$ cat config.mk
export PLATFORM = sky130hd
export DESIGN_NAME = shift_arbiter
export DESIGN_NICKNAME = d
export VERILOG_FILES = /design/src/rtl/shift_arbiter_pkg.sv /design/src/rtl/shift_rr_grant.sv /design/src/rtl/shift_sll.sv /design/src/rtl/shift_sra.sv /design/src/rtl/shift_arbiter.sv
export SDC_FILE = /design/constraint.sdc
export NUM_CORES = 1
export LEC_CHECK = 0
export ABC_CLOCK_PERIOD_IN_PS = 5500
export CORE_ASPECT_RATIO = 1.4
export CORE_MARGIN = 5
export CORE_UTILIZATION = 40
export CTS_BUF_LIST = sky130_fd_sc_hd__clkbuf_8
export DETAILED_ROUTE_END_ITERATION = 16
export PLACE_DENSITY = 0.74
export SLEW_MARGIN = 5
export SYNTH_ARGS = -nofsm -noshare
export SYNTH_HDL_FRONTEND = slang
export SYNTH_SLANG_ARGS = --single-unit
$ cat constraint.sdc
create_clock -name clock -period 5.5 [get_ports clock]
set_clock_uncertainty 0.05 [all_clocks]
set_input_delay 0.825 -clock clock [delete_from_list [all_inputs] [get_ports clock]]
set_output_delay 0.825 -clock clock [all_outputs]
set_load 0.05 [all_outputs]
$ cat src/rtl/shift_arbiter_pkg.sv
// Shared constants and types for the two-requester shift arbiter.
package shift_arbiter_pkg;

  localparam int unsigned DATA_WIDTH  = 32;
  localparam int unsigned SHAMT_WIDTH = 5;

  localparam logic OP_SLL = 1'b0;
  localparam logic OP_SRA = 1'b1;

  localparam logic ST_IDLE = 1'b0;
  localparam logic ST_HOLD = 1'b1;

  typedef struct packed {
    logic                   op;
    logic [DATA_WIDTH-1:0]  data;
    logic [SHAMT_WIDTH-1:0] shamt;
  } shift_req_t;

endpackage

$ cat src/rtl/shift_rr_grant.sv
// Two-way round-robin grant; last_grant_q records the most recently accepted requester.
module shift_rr_grant (
  input  logic clock,
  input  logic reset,
  input  logic valid0_i,
  input  logic valid1_i,
  input  logic slot_free_i,
  output logic ready0_o,
  output logic ready1_o
);

  logic last_grant_q, last_grant_d;
  logic grant0, grant1;

  always_comb begin
    // On contention the requester that did not win last time goes first.
    grant0   = valid0_i & (~valid1_i | last_grant_q);
    grant1   = valid1_i & (~valid0_i | ~last_grant_q);
    ready0_o = slot_free_i & grant0 & ~reset;
    ready1_o = slot_free_i & grant1 & ~reset;

    last_grant_d = last_grant_q;
    if (ready0_o) begin
      last_grant_d = 1'b0;
    end else if (ready1_o) begin
      last_grant_d = 1'b1;
    end
  end

  always_ff @(posedge clock) begin
    if (reset) begin
      last_grant_q <= 1'b1;
    end else begin
      last_grant_q <= last_grant_d;
    end
  end

endmodule

$ cat src/rtl/shift_sll.sv
// Logical left shift unit, zero fill.
module shift_sll (
  input  logic [31:0] data_i,
  input  logic [4:0]  shamt_i,
  output logic [31:0] result_o
);

  assign result_o = data_i << shamt_i;

endmodule

$ cat src/rtl/shift_sra.sv
// Arithmetic right shift unit, sign fill from data_i[31].
module shift_sra (
  input  logic [31:0] data_i,
  input  logic [4:0]  shamt_i,
  output logic [31:0] result_o
);

  assign result_o = $unsigned($signed(data_i) >>> shamt_i);

endmodule

$ cat src/rtl/shift_arbiter.sv
// Shares one sll/sra shift datapath between two requesters with a one-entry result slot.
module shift_arbiter #(
  parameter int unsigned DATA_WIDTH  = shift_arbiter_pkg::DATA_WIDTH,
  parameter int unsigned SHAMT_WIDTH = shift_arbiter_pkg::SHAMT_WIDTH
) (
  input  logic                   clock,
  input  logic                   reset,
  input  logic                   req0_valid,
  output logic                   req0_ready,
  input  logic                   req0_op,
  input  logic [DATA_WIDTH-1:0]  req0_data,
  input  logic [SHAMT_WIDTH-1:0] req0_shamt,
  input  logic                   req1_valid,
  output logic                   req1_ready,
  input  logic                   req1_op,
  input  logic [DATA_WIDTH-1:0]  req1_data,
  input  logic [SHAMT_WIDTH-1:0] req1_shamt,
  output logic                   resp0_valid,
  input  logic                   resp0_ready,
  output logic                   resp1_valid,
  input  logic                   resp1_ready,
  output logic [DATA_WIDTH-1:0]  resp_data,
  output logic                   busy
);

  import shift_arbiter_pkg::*;

  logic       state_q, state_d;
  logic       owner_q, owner_d;
  shift_req_t opnd_q, opnd_d;
  logic       slot_free;
  logic [DATA_WIDTH-1:0] sll_result, sra_result;

  // The slot frees in the same cycle the owner consumes, so accepts chain with no bubble.
  assign slot_free = (state_q == ST_IDLE) | (owner_q ? resp1_ready : resp0_ready);

  shift_rr_grant u_grant (
    .clock       (clock),
    .reset       (reset),
    .valid0_i    (req0_valid),
    .valid1_i    (req1_valid),
    .slot_free_i (slot_free),
    .ready0_o    (req0_ready),
    .ready1_o    (req1_ready)
  );

  always_comb begin
    state_d = state_q;
    owner_d = owner_q;
    opnd_d  = opnd_q;
    if (req0_ready) begin
      opnd_d  = '{op: req0_op, data: req0_data, shamt: req0_shamt};
      owner_d = 1'b0;
      state_d = ST_HOLD;
    end else if (req1_ready) begin
      opnd_d  = '{op: req1_op, data: req1_data, shamt: req1_shamt};
      owner_d = 1'b1;
      state_d = ST_HOLD;
    end else if (slot_free) begin
      state_d = ST_IDLE;
    end
  end

  always_ff @(posedge clock) begin
    if (reset) begin
      state_q <= ST_IDLE;
      owner_q <= 1'b0;
      opnd_q  <= '0;
    end else begin
      state_q <= state_d;
      owner_q <= owner_d;
      opnd_q  <= opnd_d;
    end
  end

  shift_sll u_sll (
    .data_i   (opnd_q.data),
    .shamt_i  (opnd_q.shamt),
    .result_o (sll_result)
  );

  shift_sra u_sra (
    .data_i   (opnd_q.data),
    .shamt_i  (opnd_q.shamt),
    .result_o (sra_result)
  );

  // Result is a pure function of the operand register, so it is stable across the hold.
  assign resp_data   = (opnd_q.op == OP_SRA) ? sra_result : sll_result;
  assign resp0_valid = (state_q == ST_HOLD) & ~owner_q;
  assign resp1_valid = (state_q == ST_HOLD) & owner_q;
  assign busy        = (state_q == ST_HOLD);

endmodule
### Word level (Yosys, flattened, before mapping)

Cells that the tools add are included.

| word-level totals | value |
|---|---|
| flip-flop bits (word level) | 41 |
| bits in latches | 0 |
| RAM bits | 0 |
| memory bits (read-only) | 0 |
| logic and storage cells | 37 |
| memories kept | 0 |

| cells by class | value |
|---|---|
| $add $sub $neg | 0 |
| $mul | 0 |
| div/mod/pow operators | 0 |
| magnitude comparators | 0 |
| eq/ne operators | 0 |
| shift operators | 2 |
| muxes and demuxes | 9 |
| bitwise gates (word level) | 17 |
| reductions and logical operators | 3 |

Operators with widths:

| kind | count |
|---|---|
| 38-bit two-way mux | 2 |
| 32-bit two-way mux | 1 |
| 32-bit by 5-bit << shifter with 32-bit output | 1 |
| 32-bit by 5-bit >>> shifter with 32-bit output | 1 |
| 1-bit AND | 8 |
| 1-bit two-way mux | 6 |
| 1-bit NOT | 6 |
| 1-bit OR | 3 |
| 3-bit nonzero test | 1 |
| 2-bit nonzero test | 1 |
| 2-bit OR reduction | 1 |

### Logic depth before layout (Yosys ltp)

Gate-level depths: netlist of the first run.

| depth | value |
|---|---|
| depth in word-level cells | 7 |
| mapped depth | 10 |
| gate-level depth less buffers | 5 |

### Modules after synthesis

From an unflattened synthesis of the first run, not the netlist that was laid out.

| second synthesis, totals | value |
|---|---|
| cell total of the unflattened synthesis | 677 |
| area total of the unflattened synthesis | 6,596.3 um2 |

By module, submodules not included:

| module | times used | cells an instance | area each (um2) |
|---|---|---|---|
| shift_arbiter | 1 | 217 | 2,451.1 |
| shift_sra | 1 | 275 | 2,349.8 |
| shift_sll | 1 | 176 | 1,724.2 |
| shift_rr_grant | 1 | 9 | 71.3 |

### Worst setup path before layout of the first run

No wires, ideal clock.

| timing | value |
|---|---|
| path kind | register to output |
| start point | register opnd_q[1] (netlist bit) |
| end point | output resp_data[12] |
| arrival | 2.690 ns |
| slack | 1.935 ns |
| cell stages (with the launch flop) | 9 |
| buffers on the path | 4 |
| path through | dfxtp_1 > buf_6 > buf_12 > buf_6 > buf_4 > nor3b_2 > mux2i_1 > mux2_2 > a221oi_1 |

| on the way | value |
|---|---|
| longest elaborated chain between the ends | 2 |
| elaborated cells between the ends (all ways) | 3 |

RTL lines:

| what | RTL line | RTL |
|---|---|---|
| start: declaration | shift_arbiter.sv:30 | `shift_req_t opnd_q, opnd_d;` |
| start signal: assignment | shift_arbiter.sv:72 | `opnd_q <= opnd_d;` |
| 32-bit by 5-bit << shifter with 32-bit output or 32-bit by 5-bit >>> shifter with 32-bit output (tied branches) | shift_sll.sv:8, shift_sra.sv:8 |  |
| 32-bit two-way mux (*) | shift_arbiter.sv:89 | `assign resp_data = (opnd_q.op == OP_SRA) ? sra_result : sll_result;` |
| end: declaration | shift_arbiter.sv:22 | `output logic [DATA_WIDTH-1:0] resp_data,` |

Every way passes the cells marked *; elsewhere a longest branch is shown, timed or not.

### Worst setup path in the final report of the first run

| timing | value |
|---|---|
| start point | register opnd_q[2] (netlist bit) |
| end point | output resp_data[7] |

The elaborated chain is that of the path after synthesis.

==> results of run 1 <==
==> worst paths after layout <==
check                        from                   end  slack [ns]  cells past startpoint
min          u_grant.last_grant_q  u_grant.last_grant_q        0.50                      2
min reg2reg  u_grant.last_grant_q  u_grant.last_grant_q        0.50                      2
max                     opnd_q[2]          resp_data[7]        0.85                      7
max reg2reg               owner_q            opnd_q[32]        3.40                      6
==> cell type report <==
class                   count  area (um2)  share of cell area
clock buffers               5        68.8             0.00956
clock inverters             3        46.3             0.00643
inverters                   5        18.8             0.00261
multi-input cells         571        4680               0.651
flip-flops and latches     41         831               0.115
well taps                 192         240              0.0334
repair buffers            135        1310               0.182
==> logic make-up after synthesis <==
kind of cell,count (synthesis)
buffers and inverters,101
AO/OA/AOI/OAI,172
flip-flops,41
multiplexers,137
AND/OR/NAND/NOR,262
==> routing by layer <==
layer  global-route usage  part of all wire  vias to the layer above
met1                0.309              0.39                     2977
met3               0.0381             0.072                       70
met4                0.143             0.063                        0
li1                     -                 -                     2829
met5                    0                 0                        -
met2                0.397              0.47                      333
==> sequential cells by signal, summed over array words and instances, names as in the netlist <==
register,count
busy,1
u_grant.last_grant_q,1
owner_q,1
opnd_q,38
==> worst reg2reg max path, delay by kind of cell, from the launching register on <==
kind | cells | cell delay (ns)
buffers and inverters | 1 | 0.42
muxes | 1 | 0.09
and+or+nand+nor | 3 | 0.78
AOI/OAI and AO/OA | 1 | 0.26
DFF | 1 | 0.40
==> power by group <==
part / total [mW] / internal, mW / switching (mW)
sequential: 0.441 / 0.324 / 0.116
clock: 0.248 / 0.136 / 0.112
combinational: 1.02 / 0.431 / 0.587
==> synthesized netlist by cell type, types with 2 or more instances <==
library cell               instances  area share
sky130_fd_sc_hd__dfxtp_1          41        0.14
sky130_fd_sc_hd__a31oi_1           7      0.0073
sky130_fd_sc_hd__and2_1            4      0.0042
sky130_fd_sc_hd__buf_1             7      0.0044
sky130_fd_sc_hd__nor3_1           14       0.012
sky130_fd_sc_hd__buf_4             7      0.0088
sky130_fd_sc_hd__clkbuf_1         59       0.037
sky130_fd_sc_hd__a22oi_1           7      0.0088
sky130_fd_sc_hd__mux4_2           45        0.17
sky130_fd_sc_hd__nand2_1         116       0.073
sky130_fd_sc_hd__a221oi_1          3      0.0044
sky130_fd_sc_hd__a21oi_1          21       0.018
sky130_fd_sc_hd__inv_1             4      0.0025
sky130_fd_sc_hd__o221ai_1          4      0.0058
sky130_fd_sc_hd__nor2_1           95       0.059
sky130_fd_sc_hd__mux2_2           19       0.036
sky130_fd_sc_hd__a211oi_1         12       0.015
sky130_fd_sc_hd__mux4_1           25        0.11
sky130_fd_sc_hd__nand2b_1          5      0.0052
sky130_fd_sc_hd__o211ai_1         15       0.019
sky130_fd_sc_hd__a32oi_1           3      0.0044
sky130_fd_sc_hd__o22ai_1           7      0.0073
sky130_fd_sc_hd__and3_1            6      0.0063
sky130_fd_sc_hd__o21ai_0          33       0.028
sky130_fd_sc_hd__buf_6             5      0.0094
sky130_fd_sc_hd__a21o_1            3      0.0038
sky130_fd_sc_hd__nor4_1            2      0.0021
sky130_fd_sc_hd__nand3_1          11      0.0092
sky130_fd_sc_hd__o31a_1            2      0.0029
sky130_fd_sc_hd__o21a_1            4      0.0050
sky130_fd_sc_hd__mux2i_1          46       0.077
sky130_fd_sc_hd__nor2b_1           4      0.0042
sky130_fd_sc_hd__buf_2            16       0.013
sky130_fd_sc_hd__a311oi_1         34       0.050
sky130_fd_sc_hd__o21ai_1           2      0.0017
sky130_fd_sc_hd__buf_12            2      0.0067
==> flow_summary.yaml, run 1 <==
clocking:
  cts_root_buffer: "sky130_fd_sc_hd__clkbuf_8"
  ctsHtreeMaxLevel: 2
  ctsHoldBuffers: 0
  tritoncts: "built"
  cts_buffer_count: 5
  insertion_delay_ns: 0.30
  clkTransAtPathRegs_ns: 0.09
  post-cts-setup-buffers: 0
  clockBufferDepth: 2
  post_cts.resized_instances: 0
  clock_sink_count: 41
yosys:
  synth.mux.area_fraction: 0.395
  synth_adder_area_share: 0
  dominantRegCellSynth: "sky130_fd_sc_hd__dfxtp_1"
  synth.net_count: 795
  synthXorXnorAreaFrac: 0
  mapped_cells: 713
  ys.warnings.count: 0
  synth-compound-area-share: 0.204
  synth_seq_cells: 41
  post_synth_instance_area_um2: 6000
  synth.lib_cells_used.distinct: 59
  syn-mean-instance-area_um2: 8.41
  synth_top_family_by_area: "multiplexers"
  synth_seq_area_share: 0.137
  count_of_flip_flops_with_a_built_in_enable_after_synthesis: 0
  ys_async_sr_fraction: 0
  synthSimpleGateAreaFrac: 0.181
layout:
  final_util: 0.485
  antennaDiodeCount: 0
  layout_common_cells: "sky130_fd_sc_hd__clkdlybuf4s50_1, sky130_fd_sc_hd__nand2_1, sky130_fd_sc_hd__nor2_1"
  post_layout_nonfiller_instances: 952
  layout_commonest_cell: "sky130_fd_sc_hd__clkdlybuf4s50_1"
  layout.cell_area.non_filler_um2: 7200
  syn_to_final_growth_pct: 20.0
  drive_above_1_share: 0.134
  n_fill_cell: 1475
  finish.net_count: 841
worst_setup_path:
  setup.worst_path.end_class: "output port"
  crit_path_max_incr_delay_ns: 0.74
  path_buf_inv: 2
  critical_path.startpoint_type: "flop"
  crit_type: "flop to output port"
  timing.critical_path.cells: "buf_4, mux4_2, mux2i_1, o21ai_0, nand3_1, o211ai_1, clkdlybuf4s50_1"
  cp_data_arrival_time_ns: 3.77
  critical_path.top_delay_family: "buffers and inverters"
  crit_required_ns: 4.62
  crit_path_top_delay_cell: "sky130_fd_sc_hd__dfxtp_2"
  critical_path.max_fanout: 31
route:
  drt-wirelength-per-cell_um: 23.2
  first_iter_violations: 621
  via_count: 6209
  vias_per_cell: 6.52
  drt_pre_antenna_iters: 5
  wirelength_um: 22100
  ant_nets: 0
  route.detailed.drc: 0
sta:
  slew_headroom: 0.389
  timing.fmax_mhz: 215
  timing.final.ws_setup_ns: 0.853
  hold_slack_ns: 0.500
  hold_viol_final: 0
  max_slew_violation_count: 0
  fin_setup_tns_ns: 0
  worst-slew-pin-transition_ns: 0.917
  post-route-period-util: 0.845
  rsz0062_at_grt: "false"
  finalSetupViolations: 0
  post-route-min-period_ns: 4.65
global_routing:
  grt_pass1_vias: 5924
  grt_first_pass_wirelength_um: 34200
  grt_start_max_net_pins: 65
  grt-ovfl-total: 0
  grt_antenna_before_repair: 0
  grt_usage: 0.246
floorplanning:
  floorplan.rows: 53
  initial_core_util: 0.404
  floorplan.die_area_um2: 17600
  die_w_um: 114
  num_io_pins: 119
  placeableCoreArea_um2: 14900
  floorplan.die.height_um: 155
placement:
  detailedPlace.worstSlack_ns: 1.26
  placed_area_um2: 7080
  gpl.final_weighted_congestion: 1.04
  place.detailed.instances: 944
  hpwl_um: 16600
  placement.io_buffers: 118
power_and_ir_drop:
  peakVddDrop_mv: 0.180
  pwr_density_cell_nw_per_um2: 237
  fin_total_pwr_mw: 1.71
  total_leakage_power_nw: 2.50
job:
  drv_cap: 0
status:
  status: "complete, no violations"
hold_path:
  hold_path_class: "flop to flop"
Note: power is estimated with default switching activity, not from simulation.
==> run 2: changes to the inputs <==
Settings changed: ABC_CLOCK_PERIOD_IN_PS 5500 to 3740, PLACE_DENSITY 0.74 to 0.77.
Clock period 5.5 ns to 3.74 ns, I/O delays scaled along.
==> run 2 against run 1 <==
  * Clock power is 53% higher
  * Clock-buffer cell count is 1 higher
  * Routed wire length is 6.0% lower
  * Worst hold slack worse by 0.014 ns
  * First-iteration DRC count is 33% higher
  * Worst setup slack worse by 0.67 ns
  * Final area is 2.5% higher
  * Via count is 0.48% lower
  * Core utilization is 1.2 points higher
  * Register-to-register slack worse by 1.7 ns
  * Highest routed layer unchanged
==> flow_summary.yaml, run 2 (synthesis gave the netlist of run 1 again) <==
global_routing:
  grt_start_max_net_pins: 65
  grt_usage: 0.228
  grt_pass1_vias: 5689
  grt_first_pass_wirelength_um: 32200
  grt-ovfl-total: 0
  grt_antenna_before_repair: 0
placement:
  gpl.final_weighted_congestion: 1.04
  placement.io_buffers: 118
  hpwl_um: 15700
worst_setup_path:
  worst_r2r_setup_slack_ns: 1.74
  setup.worst_path.end_class: "output port"
  crit_path_max_incr_delay_ns: 0.79
  crit_path_top_delay_cell: "sky130_fd_sc_hd__dfxtp_4"
  reg2reg_to: "opnd_q[25]"
  crit_type: "flop to output port"
  r2r_start: "owner_q"
  critical_path.max_fanout: 43
  crit_required_ns: 3.13
  critical_path.startpoint_type: "flop"
  cp_data_arrival_time_ns: 2.95
  timing.critical_path.cells: "buf_4, mux2i_1, a21bo_2, a221o_1, a22oi_1, buf_12"
  reg2regPathDepth: 6
clocking:
  cts_buffer_count: 5
  ctsHoldBuffers: 0
  ctsHtreeMaxLevel: 2
  post-cts-setup-buffers: 0
  cts_root_buffer: "sky130_fd_sc_hd__clkbuf_8"
  clockBufferDepth: 2
  insertion_delay_ns: 0.30
  clkTransAtPathRegs_ns: 0.09
  clock_sink_count: 41
  post_cts.resized_instances: 0
  tritoncts: "built"
sta:
  post-route-min-period_ns: 3.56
  slew_headroom: 0.551
  fin_setup_tns_ns: 0
  hold_slack_ns: 0.486
  timing.fmax_mhz: 281
  rsz0062_at_grt: "false"
  max_slew_violation_count: 0
  finalSetupViolations: 0
  worst-slew-pin-transition_ns: 0.673
  hold_viol_final: 0
  post-route-period-util: 0.952
layout:
  antennaDiodeCount: 0
  layout_common_cells: "sky130_fd_sc_hd__nand2_1, sky130_fd_sc_hd__nor2_1, sky130_fd_sc_hd__clkdlybuf4s50_1"
  registers.top_by_ff_count: "opnd_q"
  finish.net_count: 851
  layout_commonest_cell: "sky130_fd_sc_hd__nand2_1"
  syn_to_final_growth_pct: 23.0
  drive_above_1_share: 0.190
  number_of_flip_flops_in_the_largest_register: 38
hold_path:
  hold_path_class: "flop to flop"
  worstHoldStart: "u_grant.last_grant_q"
  min_delay_worst_endpoint: "u_grant.last_grant_q"
  hold_path_depth: 2
job:
  drv_cap: 0
route:
  wirelength_um: 20800
  via_count: 6179
  vias_per_cell: 6.42
  route.detailed.drc: 0
  drt_pre_antenna_iters: 6
  drt-wirelength-per-cell_um: 21.6
  ant_nets: 0
  first_iter_violations: 827
power_and_ir_drop:
  p_sw_mw: 1.20
  comb_power_share: 0.613
  power_frac_seq: 0.241
  cell_internal_power_mw: 1.39
  power_frac_clock: 0.146
  total_leakage_power_nw: 2.67
  pwr_density_cell_nw_per_um2: 351
  sw_frac_of_total: 0.463
  peakVddDrop_mv: 0.288
floorplanning:
  floorplan.die_area_um2: 17600
  num_io_pins: 119
  floorplan.rows: 53
  placeableCoreArea_um2: 14900
  initial_core_util: 0.404
  floorplan.die.height_um: 155
  die_w_um: 114
status:
  status: "complete, no violations"
-- run 2: changes by cell type in the layout (fill, tap and decap cells not counted) --
cell                              change
sky130_fd_sc_hd__buf_12              +15
sky130_fd_sc_hd__buf_4               +29
sky130_fd_sc_hd__clkbuf_8             +1
sky130_fd_sc_hd__clkdlybuf4s50_1     -34
sky130_fd_sc_hd__clkinv_4             -1
-- run 2: routing by layer --
layer	part of all wire	wire [um]	vias to the layer above	track usage
met1	0.39	8080	2931	0.303
met4	0.045	930	0	0.102
met3	0.088	1820	64	0.0370
met2	0.48	9960	339	0.365
li1	-	-	2845	-
met5	0	0	-	0
-- run 2: critical path: cells and delay by family, from the launching register on --
family / cells / cell delay, ns
buffers and inverters: 2 / 0.64
AO/OA/AOI/OAI: 3 / 0.91
multiplexers: 1 / 0.26
flip-flops: 1 / 0.79
-- run 2: how the worst max path moves through the flow --
stage	from	end	slack (ns)
6_report	opnd_q[0]	resp_data[24]	0.18
5_1_grt	opnd_q[1]	resp_data[25]	0.06
4_1_cts	opnd_q[0]	resp_data[24]	0.20
3_5_place_dp	opnd_q[1]	resp_data[25]	0.54
3_3_place_gp	opnd_q[1]	resp_data[1]	0.59
2_1_floorplan	opnd_q[1]	resp_data[12]	0.44
-- run 2: through the flow --
step | setup slack [ns] | area [um2] | std cells | util | total power, mW
floorplan | 0.439 | 6000 | 713 | - | 1.65
global placement | 0.592 | 7260 | 954 | 0.489 | 2.19
detailed placement | 0.537 | 7260 | 954 | 0.489 | 2.21
CTS | 0.199 | 7380 | 962 | 0.497 | 2.59
global route | 0.0648 | 7380 | 962 | 0.497 | 2.72
finish | 0.181 | 7380 | 962 | 0.497 | 2.59
-- run 2: layout make-up --
type | count | area [um2]
Inverter | 5 | 18.8
Timing Repair Buffer | 145 | 1490
Multi-Input combinational cell | 571 | 4680
Sequential cell | 41 | 831
Clock buffer | 6 | 82.6
Fill cell | 1441 | 7470
Clock inverter | 2 | 37.5
Tap cell | 192 | 240
-- run 2: power groups by stage --
stage	logic, mW	registers (mW)	clock network [mW]
final	1.59	0.625	0.379
after global routing	1.68	0.641	0.408
after CTS	1.58	0.622	0.391
after detailed placement	1.57	0.633	0
after global placement	1.57	0.627	0
after floorplan	1.14	0.515	0
